<file path="config.mk">
export PLATFORM = sky130hd
export DESIGN_NAME = fetch_unit_flat
export DESIGN_NICKNAME = d
export VERILOG_FILES = /design/src/rtl/fetch_pkg.sv /design/src/rtl/fetch_unit_if.sv /design/src/rtl/fetch_unit_if_id_register.sv /design/src/rtl/fetch_unit.sv /design/src/flat_wrapper.sv
export SDC_FILE = /design/constraint.sdc
export NUM_CORES = 1
export LEC_CHECK = 0
export ABC_AREA = 1
export CORE_MARGIN = 8
export CORE_UTILIZATION = 45
export CTS_BUF_LIST = sky130_fd_sc_hd__clkbuf_8
export DETAILED_ROUTE_END_ITERATION = 8
export PLACE_DENSITY = 0.81
export SYNTH_ARGS = -nofsm -noshare
export SYNTH_HDL_FRONTEND = slang
export SYNTH_SLANG_ARGS = --single-unit
</file>
<file path="constraint.sdc">
create_clock -name clk -period 2 [get_ports clk]
set_input_delay 0.6 -clock clk [delete_from_list [all_inputs] [get_ports clk]]
set_output_delay 0.6 -clock clk [all_outputs]
set_load 0.02 [all_outputs]
</file>
<file path="src/rtl/fetch_pkg.sv">
// Shared definitions for the instruction-fetch stage.
//   ADDR_W / INSTR_W     : word-address and instruction widths
//   DEFAULT_RESET_PC     : PC loaded on reset
//   DEFAULT_HALT_WORD    : instruction encoding that stops fetch
//   fetch_state_t        : fetch FSM states (IDLE, RUN, HALT)
package fetch_pkg;

   localparam int unsigned ADDR_W  = 8;
   localparam int unsigned INSTR_W = 32;

   localparam logic [ADDR_W-1:0]  DEFAULT_RESET_PC  = 8'h00;
   localparam logic [INSTR_W-1:0] DEFAULT_HALT_WORD = 32'hFFFF_FFFF;

   typedef enum logic [1:0] {
      ST_IDLE = 2'd0,
      ST_RUN  = 2'd1,
      ST_HALT = 2'd2
   } fetch_state_t;

endpackage

</file>
<file path="src/rtl/fetch_unit_if.sv">
// Bus bundle between the fetch stage and its neighbours.
//   start, stall, redirect, redirect_addr : control from pipeline
//   direccion / instruccion               : InstructionMemory port
//   if_instr, if_pc, if_pc_next, if_valid : IF/ID register contents
//   halted                                : fetch stopped on halt word
// master = fetch_unit side, slave = environment side.
interface fetch_unit_if;
   import fetch_pkg::*;

   logic                start;
   logic                stall;
   logic                redirect;
   logic [ADDR_W-1:0]   redirect_addr;
   logic [ADDR_W-1:0]   direccion;
   logic [INSTR_W-1:0]  instruccion;
   logic [INSTR_W-1:0]  if_instr;
   logic [ADDR_W-1:0]   if_pc;
   logic [ADDR_W-1:0]   if_pc_next;
   logic                if_valid;
   logic                halted;

   modport master (
      input  start, stall, redirect, redirect_addr, instruccion,
      output direccion, if_instr, if_pc, if_pc_next, if_valid, halted
   );

   modport slave (
      output start, stall, redirect, redirect_addr, instruccion,
      input  direccion, if_instr, if_pc, if_pc_next, if_valid, halted
   );

endinterface

</file>
<file path="src/rtl/fetch_unit_if_id_register.sv">
// IF/ID pipeline register.
//   clk, rst_n      : clock, synchronous active-low reset (clears all)
//   load            : capture new_instr/new_pc, mark valid
//   flush           : clear valid only (wins over load)
//   neither         : hold
//   if_instr, if_pc, if_pc_next, if_valid : registered outputs
module if_id_register
   import fetch_pkg::*;
(
   input  logic               clk,
   input  logic               rst_n,
   input  logic               load,
   input  logic               flush,
   input  logic [INSTR_W-1:0] new_instr,
   input  logic [ADDR_W-1:0]  new_pc,
   output logic [INSTR_W-1:0] if_instr,
   output logic [ADDR_W-1:0]  if_pc,
   output logic [ADDR_W-1:0]  if_pc_next,
   output logic               if_valid
);

   // pc_next is registered rather than derived so it reads 0 after reset.
   always_ff @(posedge clk) begin
      if (!rst_n) begin
         if_instr   <= '0;
         if_pc      <= '0;
         if_pc_next <= '0;
         if_valid   <= 1'b0;
      end else if (flush) begin
         if_valid   <= 1'b0;
      end else if (load) begin
         if_instr   <= new_instr;
         if_pc      <= new_pc;
         if_pc_next <= new_pc + ADDR_W'(1);
         if_valid   <= 1'b1;
      end
   end

endmodule

</file>
<file path="src/rtl/fetch_unit.sv">
// Instruction-fetch stage: PC register, fetch FSM and IF/ID register.
//   clk, rst_n : clock, synchronous active-low reset
//   bus        : fetch_unit_if.master (control in, memory port, IF/ID out)
// Parameters: RESET_PC (PC after reset), HALT_WORD (stops fetch).
module fetch_unit
   import fetch_pkg::*;
#(
   parameter logic [ADDR_W-1:0]  RESET_PC  = DEFAULT_RESET_PC,
   parameter logic [INSTR_W-1:0] HALT_WORD = DEFAULT_HALT_WORD
)(
   input  logic          clk,
   input  logic          rst_n,
   fetch_unit_if.master  bus
);

   fetch_state_t       state_q, state_d;
   logic [ADDR_W-1:0]  pc_q, pc_d;
   logic               load, flush;

   always_ff @(posedge clk) begin
      if (!rst_n) begin
         state_q <= ST_IDLE;
         pc_q    <= RESET_PC;
      end else begin
         state_q <= state_d;
         pc_q    <= pc_d;
      end
   end

   always_comb begin
      state_d = state_q;
      pc_d    = pc_q;
      load    = 1'b0;
      flush   = 1'b0;
      unique case (state_q)
         ST_IDLE: begin
            if (bus.start) state_d = ST_RUN;
         end
         ST_RUN: begin
            if (bus.redirect) begin
               pc_d  = bus.redirect_addr;
               flush = 1'b1;
            end else if (!bus.stall) begin
               load = 1'b1;
               // Halt word is captured as a valid instruction; PC parks on it.
               if (bus.instruccion == HALT_WORD) state_d = ST_HALT;
               else                              pc_d    = pc_q + ADDR_W'(1);
            end
         end
         ST_HALT: begin
            if (bus.redirect) begin
               pc_d    = bus.redirect_addr;
               flush   = 1'b1;
               state_d = ST_RUN;
            end else if (!bus.stall) begin
               // Halt word is dropped once decode has consumed it.
               flush = 1'b1;
            end
         end
         default: state_d = ST_IDLE;
      endcase
   end

   assign bus.direccion = pc_q;
   assign bus.halted    = (state_q == ST_HALT);

   if_id_register u_if_id (
      .clk        (clk),
      .rst_n      (rst_n),
      .load       (load),
      .flush      (flush),
      .new_instr  (bus.instruccion),
      .new_pc     (pc_q),
      .if_instr   (bus.if_instr),
      .if_pc      (bus.if_pc),
      .if_pc_next (bus.if_pc_next),
      .if_valid   (bus.if_valid)
   );

endmodule
</file>
<file path="src/flat_wrapper.sv">
// flat-port wrapper written by rule: the top's interface ports become plain ports
module fetch_unit_flat import fetch_pkg::*;
#(
   parameter logic [ADDR_W-1:0]  RESET_PC  = DEFAULT_RESET_PC,
   parameter logic [INSTR_W-1:0] HALT_WORD = DEFAULT_HALT_WORD
)
  (clk, rst_n, bus_start, bus_stall, bus_redirect, bus_redirect_addr, bus_instruccion, bus_direccion, bus_if_instr, bus_if_pc, bus_if_pc_next, bus_if_valid, bus_halted);
  fetch_unit_if bus_i ();
  input  logic clk;
  input  logic rst_n;
  input wire logic [$bits(bus_i.start)-1:0] bus_start;
  input wire logic [$bits(bus_i.stall)-1:0] bus_stall;
  input wire logic [$bits(bus_i.redirect)-1:0] bus_redirect;
  input wire logic [$bits(bus_i.redirect_addr)-1:0] bus_redirect_addr;
  input wire logic [$bits(bus_i.instruccion)-1:0] bus_instruccion;
  output wire logic [$bits(bus_i.direccion)-1:0] bus_direccion;
  output wire logic [$bits(bus_i.if_instr)-1:0] bus_if_instr;
  output wire logic [$bits(bus_i.if_pc)-1:0] bus_if_pc;
  output wire logic [$bits(bus_i.if_pc_next)-1:0] bus_if_pc_next;
  output wire logic [$bits(bus_i.if_valid)-1:0] bus_if_valid;
  output wire logic [$bits(bus_i.halted)-1:0] bus_halted;
  assign bus_i.start = bus_start;
  assign bus_i.stall = bus_stall;
  assign bus_i.redirect = bus_redirect;
  assign bus_i.redirect_addr = bus_redirect_addr;
  assign bus_i.instruccion = bus_instruccion;
  assign bus_direccion = bus_i.direccion;
  assign bus_if_instr = bus_i.if_instr;
  assign bus_if_pc = bus_i.if_pc;
  assign bus_if_pc_next = bus_i.if_pc_next;
  assign bus_if_valid = bus_i.if_valid;
  assign bus_halted = bus_i.halted;
  fetch_unit #(.RESET_PC(RESET_PC), .HALT_WORD(HALT_WORD)) u_core (.clk(clk), .rst_n(rst_n), .bus(bus_i));
endmodule
</file>
* Yosys cells after proc, flatten, opt, wreduce, memory -nomap -nowiden
Index checks and enable logic that the tools add are counted.
Widths: inputs -> output; s select.
** Storage, ports and cells
- Word-level logic and storage cells :: 42
- Register bits after elaboration :: 59
- Output and inout bits :: 58
** Cells by class
- Reductions and logical operators :: 6
- Add/subtract/negate cells :: 1
- Equality and inequality tests :: 10
- Mux-type cells :: 17
- Bitwise gates (word level) :: 2
** Operator list (number)
- $eq 32x32->1 const B :: 1
- $mux 8 :: 4
- $pmux 8 s2 :: 1
- $mux 2 :: 5
- $add 8x1->8 const B :: 1
- $ne 2x2->1 const B :: 4
- $ne 3x3->1 const B :: 2
- $pmux 2 s3 :: 1
- $mux 1 :: 5
- $reduce_and 5->1 :: 1
- $reduce_and 4->1 :: 1
- $eq 2x1->1 const B :: 1
- $eq 2x2->1 const B :: 1
- $logic_not 2->1 :: 1
- $ne 2x1->1 const B :: 1
- $not 1->1 :: 2
- $pmux 1 s2 :: 1
- $reduce_and 2->1 :: 1
- $reduce_bool 2->1 :: 1
- $reduce_or 2->1 :: 1

* Depth between registers and ports, before layout
Gate-level depths: netlist of run 1.
- Depth after elaboration :: 5
- Depth in mapped cells :: 10
- Mapped depth without buffers :: 9

* Modules after synthesis
Synthesis of run 1 repeated with hierarchy kept, for this count alone.
** Unflattened totals
- Cells, all modules :: 424
- Area, all modules :: 2906.5 µm²
** By module, submodules not included
- if_id_register :: instances 1, cells each 248, area each 1880.6 µm²
- fetch_unit :: instances 1, cells each 176, area each 1026.0 µm²

* Worst setup path before layout of run 1
Ideal clock, no wire load.
- Path type :: register to register
- Start point :: reg u_core.state_q[0]
- End point :: reg u_core.u_if_id.if_pc[6]
- Cell stages (with the launch flop) :: 11
- Data arrival time :: 1569 ps
- Clock period less this slack :: 1687 ps
- Slack :: 313 ps
- Path through :: dfxtp_1 > inv_1 > ha_1 > nor2_4 > nor2_2 > nand3b_2 > nand2_2 > inv_4 > buf_6 > o21ai_1 > a21oi_2
** On the way
- Cells in the longest elaborated chain, start to end :: 4
** RTL lines
- from (decl) :: line fetch_unit.sv:16 : fetch_state_t state_q, state_d;
- from (signal assigned) :: line fetch_unit.sv:25 : state_q <= state_d;
- $eq 2x2->1
- named net bus_halted :: line flat_wrapper.sv:21 : output wire logic [$bits(bus_i.halted)-1:0] bus_halted;
- $pmux 1 s2 :: line fetch_unit.sv:35 : unique case (state_q)
- $not 1->1 (no source line)
- $reduce_and 2->1 (no source line)
- to (signal assigned) :: line fetch_unit_if_id_register.sv:33 : if_pc <= new_pc;
- to (decl) :: line fetch_unit_if_id_register.sv:17 : output logic [ADDR_W-1:0] if_pc,
The timed path passes the listed nets, and every way through them passes these cells.
A chain may end at the register's enable or synchronous reset.

* Worst setup path in the final report of run 1
- Start point :: reg u_core.state_q[0]
- End point :: out bus_halted
** On the way
- Cells in the longest elaborated chain, start to end :: 1
** RTL lines
- $eq 2x2->1 :: line fetch_unit.sv:65 : assign bus.halted = (state_q == ST_HALT);
- to (decl) :: line flat_wrapper.sv:21
No other way between the ends.

==> impl_metrics.csv, run 1 <==
group,metric,value,unit
routing,drtIter0Drc,123,
clock_tree,htreeDepth,3,
logic_synthesis,synth_xor_area_share,0.682,%
worst_setup_path,cp-start-kind,"flip-flop",
logic_synthesis,netlist.area_leader.share,46.0,%
floorplan,io_pins,103,
floorplan,die_w,91.6,µm
routing,drt-total-wl,7.57,mm
sta,fin_skew,0.00507,ns
worst_setup_path,slowest_stage,"dfxtp_1",
placed_design,gp_congestion,0.850,
routing,ant_nets,0,
floorplan,die_area,8380,µm²
logic_synthesis,synth_adder_area_share,2.44,%
sta,fin_crit_sh,96.6,%
routing,vias,2722,
sta,hold_viol,0,
worst_setup_path,worstPathCellList,"inv_1 > ha_1 > dlygate4sd2_1",
routing,firstDrtPassIters,4,
global_route,globalRouteMet2Util,28.3,%
floorplan,die_h,91.6,µm
finish,final_cell_mix,"nor2_1, clkdlybuf4s50_1, nand2_1",
worst_setup_path,critPathBufInv,2,
clock_tree,cts_buffer_depth,2,
logic_synthesis,synth-compound-area-share,13.5,%
pwr,p_int,2.20,mW
sta,rsz0062_at_grt,"false",
global_route,use_met3,5.10,%
finish,num-nets-final,526,
worst_setup_path,required,1.40,ns
pwr,power_switching,0.898,mW
logic_synthesis,synth_top_family_by_area,"simple AND/OR/NAND/NOR gates",
routing,routedWlPerCell,13.7,µm
global_route,grt_util_met1,22.3,%
global_route,grt_pass1_wl,12.3,mm
clock_tree,ctsRootBufferMaster,"clkbuf_8",
worst_setup_path,slowest_delay,0.37,ns
pwr,p_clk_share,34.5,%
logic_synthesis,synth_cell_types,29,
pwr,pwr-share-seq,42.6,%
worst_setup_path,path_max_fanout,3,
logic_synthesis,avgSynthCellArea,7.10,µm²
placed_design,hpwl,5.80,mm
global_route,grt_pass1_vias,2510,
clock_tree,insertion_delay,0.34,ns
clock_tree,clock_sinks,59,
routing,viasPerCell,4.92,
global_route,grt_max_degree,57,
sta,setup_viol,0,
outcome,status,"completed",
placed_design,dpl_worst_slack,-0.238,ns
logic_synthesis,postSynthCellCount,362,
min_path,hold_path_class,"reg2reg",
clock_tree,cts_buffers,9,
placed_design,port_buffers,102,
finish,utilization,71.8,%
logic_synthesis,syn_area,2570,µm²
finish,drive_gt1_share,8.73,%
logic_synthesis,ys_seq_area_share,46.0,%
worst_setup_path,end_kind,"primary output",
pwr,power.leakage,1.66,nW
logic_synthesis,synth_seq_cells,59,
sta,period_needed,1.93,ns
logic_synthesis,synth.net_count,412,
pwr,p_per_area,784,nW/µm²
floorplan,initial_core_util,46.6,%
finish,mostFrequentLayoutCell,"nor2_1",
clock_tree,clk_pin_slew_worst_paths,0.07,ns
worst_setup_path,arrival,1.33,ns
floorplan,row_count,27,
global_route,track_usage,18.0,%
sta,holdWs,0.469,ns
logic_synthesis,synthMuxAreaShare,0.779,%
global_route,overflow,0,
sta,max_slew_margin,81.8,%
sta,final_max_slew_viol_count,0,
logic_synthesis,synth_warnings,0,
logic_synthesis,synth_area_leaders,"dfxtp_1, nor2_1, nand2_1",
routing,drc,0,
logic_synthesis,yosys.area_share.simple,30.2,%
logic_synthesis,synth_largest_area_cell,"dfxtp_1",
finish,diodes,0,
worst_setup_path,critPathKind,"reg2out",
pwr,p_total,3.10,mW
clock_tree,postCtsHoldBufs,0,
pwr,ir_drop,0.391,mV
sta,setup_slack,0.0671,ns
sta,clock.fmax,517,MHz
pwr,combPwrFrac,23.0,%
global_route,grt_busiest_layer,"met2",
flow_run,max_cap_violations,0,
finish,syn_to_final_growth,53.9,%
worst_setup_path,crit_family,"buffers and inverters",
pwr,swShare,29.0,%
global_route,antenna_found_initial,0,
floorplan,core-area,5510,µm²
clock_tree,cts_tree,"yes",
sta,worst_slew_pin_slew,0.272,ns
## area by class of cell
class / count / area, µm²
fillers: 429 / 1550
well taps: 72 / 90.1
repair buffers: 121 / 1200
multi-input cells: 269 / 1230
clock buffers: 10 / 138
flip-flops and latches: 59 / 1180
clock inverters: 6 / 55.1
inverters: 16 / 62.6
## path summary, 6_finish.rpt
path,from,to,slack (ns),depth (start not counted)
hold / removal,u_core.u_if_id.if_pc_next[7],u_core.u_if_id.if_pc_next[7],0.47,2
setup / recovery,u_core.state_q[0],bus_halted,0.07,3
setup reg to reg,u_core.state_q[0],u_core.u_if_id.if_instr[4],0.19,9
hold reg to reg,u_core.u_if_id.if_pc_next[7],u_core.u_if_id.if_pc_next[7],0.47,2
## metrics by stage
| step | instances | TNS [ns] | instance area (µm²) |
|---|---|---|---|
| after global routing | 553 | 0 | 3950 |
| after floorplan | 362 | 0 | 2570 |
| after detailed placement | 537 | -10.56 | 3760 |
| after CTS | 553 | 0 | 3940 |
| after global placement | 537 | -6.83 | 3760 |
| final | 553 | 0 | 3950 |
## cell usage after synthesis
| cell | number |
|---|---|
| a21oi_1 | 18 |
| o211a_1 | 1 |
| o21ai_1 | 3 |
| buf_2 | 1 |
| nand3b_2 | 1 |
| o21ai_0 | 43 |
| nand3_1 | 12 |
| nor2_2 | 1 |
| nor2_4 | 1 |
| clkbuf_2 | 4 |
| mux2i_1 | 2 |
| nand3b_1 | 1 |
| a21boi_0 | 1 |
| dfxtp_1 | 59 |
| buf_1 | 1 |
| inv_4 | 1 |
| buf_6 | 2 |
| nor3b_1 | 1 |
| nand4_1 | 2 |
| inv_1 | 15 |
| nor2_1 | 104 |
| ha_1 | 5 |
| nor3_1 | 2 |
| a21oi_2 | 1 |
| nand2_1 | 67 |
| xor2_1 | 2 |
| clkbuf_1 | 6 |
| buf_4 | 4 |
| nand2_2 | 1 |
## layer usage
layer | routed length, µm | up-vias | share of wire (%)
met5 | 0 | - | 0
met4 | 151 | 0 | 2.0
met3 | 539 | 12 | 7.1
met2 | 3430 | 107 | 45
met1 | 3440 | 1208 | 45
li1 | - | 1395 | -
## sequential cells by signal, summed over array words and instances (netlist names)
register                   cells
u_core.u_if_id.if_instr       32
u_core.bus.direccion           8
u_core.u_if_id.if_pc           8
u_core.u_if_id.if_pc_next      8
u_core.u_if_id.if_valid        1
u_core.state_q                 2
## kinds of logic after synthesis
group	Yosys count
and+or+nand+nor	193
AOI/OAI and AO/OA	67
DFF	59
buffers and inverters	34
adders and majority gates	5
xor gates and xnor gates	2
muxes	2
## power by group through the flow
stage | Clock (mW) | Sequential [mW] | Combinational (mW)
finish | 1.07 | 1.32 | 0.711
global route | 1.14 | 1.33 | 0.782
detailed placement | 0 | 1.34 | 0.719
CTS | 1.08 | 1.32 | 0.715
floorplan | 0 | 1.43 | 0.276
global placement | 0 | 1.34 | 0.707
## tightest hold or removal path, stage by stage, from the launching register on
cell,delay (ns)
dfxtp_1,0.31
nand2_1,0.06
a21oi_1,0.05
## repair_timing
action                     in CTS  in global routing
setup endpoints to repair       5                 14
gates resized for setup         5                  5
setup buffers                   0                  0
Note: power is estimated with default switching activity, not from simulation.
==> run 2: changes to the inputs <==
--- a/config.mk
+++ b/config.mk
@@ -6,6 +6,7 @@
 export NUM_CORES = 1
 export LEC_CHECK = 0
 export ABC_AREA = 1
+export CORE_ASPECT_RATIO = 1.75
 export CORE_MARGIN = 8
 export CORE_UTILIZATION = 45
 export CTS_BUF_LIST = sky130_fd_sc_hd__clkbuf_8
==> run 2 against run 1 <==
Against the previous run:
- worst hold slack worse by 0.0034 ns
- via count down 0.66%
- critical path depth unchanged
- sequential share of layout area up 0.085 points
- power down 5.5%
- core utilization down 0.64 points
- sequential power about the same
- cell area down 0.28%
- first-iteration DRC count up 53%
- largest cell class unchanged
- routed wire length up 2.4%
==> impl_metrics.csv, run 2 (synthesis gave the netlist of run 1 again) <==
group,metric,value,unit
pwr,power.leakage,1.65,nW
clock_tree,clk_pin_slew_worst_paths,0.07,ns
global_route,grt_pass1_vias,2644,
routing,routedWlPerCell,13.8,µm
sta,fin_skew,0.00691,ns
sta,clock.fmax,520,MHz
routing,firstDrtPassIters,4,
sta,final_max_slew_viol_count,0,
placed_design,port_buffers,102,
global_route,antenna_found_initial,0,
worst_setup_path,arrival,1.32,ns
worst_setup_path,slowest_delay,0.36,ns
floorplan,die_h,116,µm
sta,rsz0062_at_grt,"false",
sta,setup_viol,0,
routing,viasPerCell,4.83,
global_route,overflow,0,
floorplan,die_area,8480,µm²
finish,fill_cells,482,
routing,drtIter0Drc,188,
finish,num-nets-final,529,
finish,mostFrequentLayoutCell,"nor2_1",
global_route,grt_pass1_wl,12.4,mm
pwr,p_per_area,743,nW/µm²
global_route,track_usage,18.9,%
clock_tree,htreeDepth,3,
placed_design,gp_congestion,0.916,
worst_setup_path,path_max_fanout,3,
clock_tree,postCtsHoldBufs,0,
sta,setup_slack,0.0787,ns
floorplan,row_count,36,
routing,ant_nets,0,
sta,hold_viol,0,
placed_design,hpwl,5.93,mm
floorplan,initial_core_util,46.4,%
worst_setup_path,cp-start-kind,"flip-flop",
sta,fin_crit_sh,96.1,%
placed_design,dp.cells,544,
clock_tree,cts_buffers,9,
floorplan,core-area,5540,µm²
floorplan,io_pins,103,
routing,drc,0,
worst_setup_path,critPathKind,"reg2out",
sta,period_needed,1.92,ns
routing,vias,2704,
pwr,p_total,2.93,mW
global_route,grt_max_degree,57,
clock_tree,clock_sinks,59,
finish,syn_to_final_growth,53.4,%
clock_tree,cts_tree,"yes",
clock_tree,insertion_delay,0.33,ns
finish,top_register,"u_core.u_if_id.if_instr",
worst_setup_path,end_kind,"primary output",
sta,max_slew_margin,81.2,%
worst_setup_path,slowest_stage,"dfxtp_1",
finish,final_cell_mix,"nor2_1, clkdlybuf4s50_1, nand2_1",
placed_design,dpl_worst_slack,-0.279,ns
finish,fin_cells,560,
sta,worst_slew_pin_slew,0.281,ns
outcome,status,"completed",
finish,largest_reg_flops,32,
worst_setup_path,worstPathCellList,"inv_1 > ha_1 > dlygate4sd2_1",
clock_tree,cts_buffer_depth,2,
worst_setup_path,required,1.40,ns
finish,diodes,0,
min_path,hold_path_class,"reg2reg",
finish,drive_gt1_share,9.50,%
floorplan,die_w,73.1,µm
clock_tree,ctsRootBufferMaster,"clkbuf_8",
pwr,ir_drop,0.530,mV
flow_run,max_cap_violations,0,
routing,drt-total-wl,7.75,mm
## run 2: changes by cell type in the layout (fill, tap and decap cells not counted), moves of 2 or more
cell and delta:
nor2_2 +2, buf_4 +4, nor2_1 -2, o21ai_0 +2
o21ai_1 -2
## run 2: power breakdown
| part | internal, mW | switching, mW |
|---|---|---|
| Combinational | 0.349 | 0.378 |
| Sequential | 1.26 | 0.0533 |
| Clock | 0.432 | 0.456 |
## run 2: area by class of cell
cell class	instances	area, µm²	area share [%]
clock buffer	9	124	3.14
clock inverter	7	36.3	0.921
multi-input combinational	269	1230	31.2
sequential	59	1180	30.0
timing repair buffer	124	1210	30.7
inverter	16	62.6	1.59
tap	76	95.1	2.41
## run 2: worst paths after layout
check	start	end	slack (ns)	cells after the start
setup / recovery	u_core.state_q[0]	bus_halted	0.08	3
hold / removal	u_core.u_if_id.if_pc_next[2]	u_core.u_if_id.if_pc_next[2]	0.47	2
setup reg to reg	u_core.state_q[0]	u_core.bus.direccion[5]	0.18	9
hold reg to reg	u_core.u_if_id.if_pc_next[2]	u_core.u_if_id.if_pc_next[2]	0.47	2
## run 2: worst max-delay path: cells and delay by family, from the launching register on
family / cells / cell delay (ns)
buf+inv: 2 / 0.42
flops: 1 / 0.36
fa+ha+maj: 1 / 0.22
## run 2: layer usage
| layer | part of all wire, % | track usage [%] | vias up | wire length (µm) |
|---|---|---|---|---|
| met5 | 0 | 0 | - | 0 |
| met2 | 55 | 34.2 | 84 | 4280 |
| li1 | - | - | 1391 | - |
| met1 | 37 | 18.9 | 1212 | 2870 |
| met4 | 2.9 | 11.3 | 0 | 228 |
| met3 | 4.8 | 4.33 | 17 | 373 |
## run 2: metrics by stage
stage	util, %	TNS (ns)	hold WS, ns	cell area (µm²)
global route	71.1	0	0.483	3940
detailed placement	68.1	-13.42	0.455	3770
CTS	70.9	0	0.466	3930
finish	71.1	0	0.465	3940
global placement	68.1	-11.42	0.454	3770
floorplan	-	0	0.492	2570
## run 2: timing repair
| item | in CTS | in global routing |
|---|---|---|
| resized for setup | 4 | 5 |
| setup endpoints to repair | 4 | 48 |
| buffers inserted | 0 | 0 |
==> run 3: changes to the inputs <==
==> constraint.sdc (replaced) <==
create_clock -name clk -period 1.85 [get_ports clk]
set_input_delay 0.555 -clock clk [delete_from_list [all_inputs] [get_ports clk]]
set_output_delay 0.555 -clock clk [all_outputs]
set_load 0.02 [all_outputs]
==> run 3 against run 2 <==
Against the previous run:
- clock power rose by 51%
- first-iteration DRC count fell by 14%
- cell area rose by 4.8%
- sequential power rose by 8%
- via count rose by 3.5%
- core utilization rose by 3.4 points
- cell count rose by 1.3%
- die area did not move
- critical path depth fell by 2
- setup slack got worse by 0.053 ns
- count of clock-buffer cells in the layout rose by 2
- largest cell class is now buffers
==> impl_metrics.csv, run 3 (synthesis gave the netlist of run 1 again) <==
group,metric,value,unit
floorplan,die_w,73.1,µm
finish,fill_cells,477,
routing,drt-total-wl,7.97,mm
clock_tree,clock_sinks,59,
worst_setup_path,crit_family,"buffers and inverters",
routing,drtIter0Drc,161,
floorplan,row_count,36,
finish,num-nets-final,536,
finish,seq_area,1180,µm²
clock_tree,ctsRootBufferMaster,"clkbuf_8",
sta,fin_crit_sh,98.6,%
sta,period_needed,1.82,ns
clock_tree,cts_buffer_depth,2,
worst_setup_path,rr_worst_depth,9,
global_route,overflow,0,
finish,final_cell_mix,"nor2_1, nand2_1, dfxtp_1",
sta,final_max_slew_viol_count,0,
worst_setup_path,slowest_delay,0.60,ns
min_path,hold_path_depth,2,
finish,largest_reg_flops,32,
floorplan,io_pins,103,
worst_setup_path,end_kind,"primary output",
routing,routedWlPerCell,14.0,µm
clock_tree,postCtsSetupBuffers,0,
floorplan,initial_core_util,46.4,%
worst_setup_path,worstPathCellList,"clkdlybuf4s50_1",
global_route,antenna_found_initial,0,
worst_setup_path,required,1.29,ns
global_route,grt_max_degree,57,
clock_tree,cts_tree,"yes",
routing,firstDrtPassIters,5,
pwr,p_per_area,860,nW/µm²
finish,drive_gt1_share,11.8,%
finish,multiInputGateArea,1270,µm²
pwr,power.leakage,2.13,nW
pwr,ir_drop,0.612,mV
placed_design,port_buffers,102,
sta,setup_tns,0,ns
routing,viasPerCell,4.94,
placed_design,gp_congestion,0.839,
finish,syn_to_final_growth,60.8,%
sta,setup_slack,0.0253,ns
sta,fin_skew,0.00629,ns
worst_setup_path,critPathBufInv,1,
routing,drc,0,
pwr,p_total,3.55,mW
floorplan,core-area,5540,µm²
worst_setup_path,cp-start-kind,"flip-flop",
sta,rsz0062_at_grt,"true",
clock_tree,cts_buffers,9,
sta,clock.fmax,548,MHz
sta,max_slew_margin,81.0,%
worst_setup_path,slowest_stage,"clkdlybuf4s50_1",
finish,mostFrequentLayoutCell,"nor2_1",
flow_run,max_cap_violations,0,
placed_design,dpl_worst_slack,-0.413,ns
floorplan,die_h,116,µm
floorplan,die_area,8480,µm²
finish,top_register,"u_core.u_if_id.if_instr",
global_route,grt_pass1_wl,12.2,mm
routing,ant_nets,0,
finish,utilization,74.5,%
sta,hold_viol,0,
min_path,hold_path_class,"reg2reg",
worst_setup_path,arrival,1.27,ns
clock_tree,htreeDepth,3,
worst_setup_path,cp.depth,1,
worst_setup_path,path_max_fanout,2,
finish,diodes,0,
global_route,grt_pass1_vias,2724,
sta,setup_viol,0,
placed_design,hpwl,6.11,mm
sta,worst_slew_pin_slew,0.284,ns
worst_setup_path,critPathKind,"reg2out",
outcome,status,"completed",
clock_tree,clk_pin_slew_worst_paths,0.07,ns
clock_tree,insertion_delay,0.33,ns
routing,vias,2799,
global_route,track_usage,18.5,%
[run 3: cell count changes in the layout (fill, tap and decap cells not counted), moves of 4 or more]
| cell | change |
|---|---|
| buf_6 | +5 |
| clkinv_2 | -4 |
| o21ai_0 | -4 |
| clkdlybuf4s50_1 | -46 |
| dlygate4sd2_1 | +29 |
| o21ai_1 | +4 |
| dlymetal6s2s_1 | +16 |
[run 3: power breakdown]
group	switching [mW]	internal, mW
combinational	0.434	0.373
sequential	0.0461	1.36
clock	0.515	0.825
total	0.995	2.56
[run 3: layer usage]
layer	vias up	track usage (%)	routed length (µm)
li1	1409	-	-
met1	1271	16.7	2830
met2	98	35.4	4420
met3	21	3.47	406
met4	0	12.4	312
met5	-	0	0
[run 3: what timing repair did]
item                                    CTS  global route
gates cloned                              0             1
hold buffers                              0             0
pin swaps                                 0             6
endpoints found under the setup margin   35            71
gates resized for setup                  39            34
[run 3: worst reg2reg max path: stages, from the launching register on]
cell	delay [ns]
dfxtp_1	0.41
inv_1	0.11
ha_1	0.21
nor2_1	0.14
nand3b_2	0.16
nand2_2	0.12
inv_4	0.14
buf_12	0.14
nand2_1	0.07
a21oi_1	0.13
[run 3: stage by stage]
step | cells | hold WS [ns] | area (µm²)
floorplan | 362 | 0.492 | 2570
global placement | 550 | 0.456 | 3830
detailed placement | 550 | 0.462 | 3830
CTS | 566 | 0.472 | 4030
global route | 567 | 0.491 | 4130
finish | 567 | 0.464 | 4130
[run 3: final cells by class]
type                       count  area share, %
multi-input combinational    269           30.7
clock inverter                 5           1.85
sequential                    59           28.6
timing repair buffer         131           31.4
inverter                      16           1.51
clock buffer                  11           3.67
tap                           76           2.30
[run 3: path summary, 6_finish.rpt]
check | slack [ns] | startpoint | end
hold / removal | 0.46 | u_core.u_if_id.if_pc_next[0] | u_core.u_if_id.if_pc_next[0]
hold reg to reg | 0.46 | u_core.u_if_id.if_pc_next[0] | u_core.u_if_id.if_pc_next[0]
setup reg to reg | 0.15 | u_core.state_q[1] | u_core.u_if_id.if_pc_next[2]
setup / recovery | 0.03 | u_core.u_if_id.if_instr[6] | bus_if_instr[6]
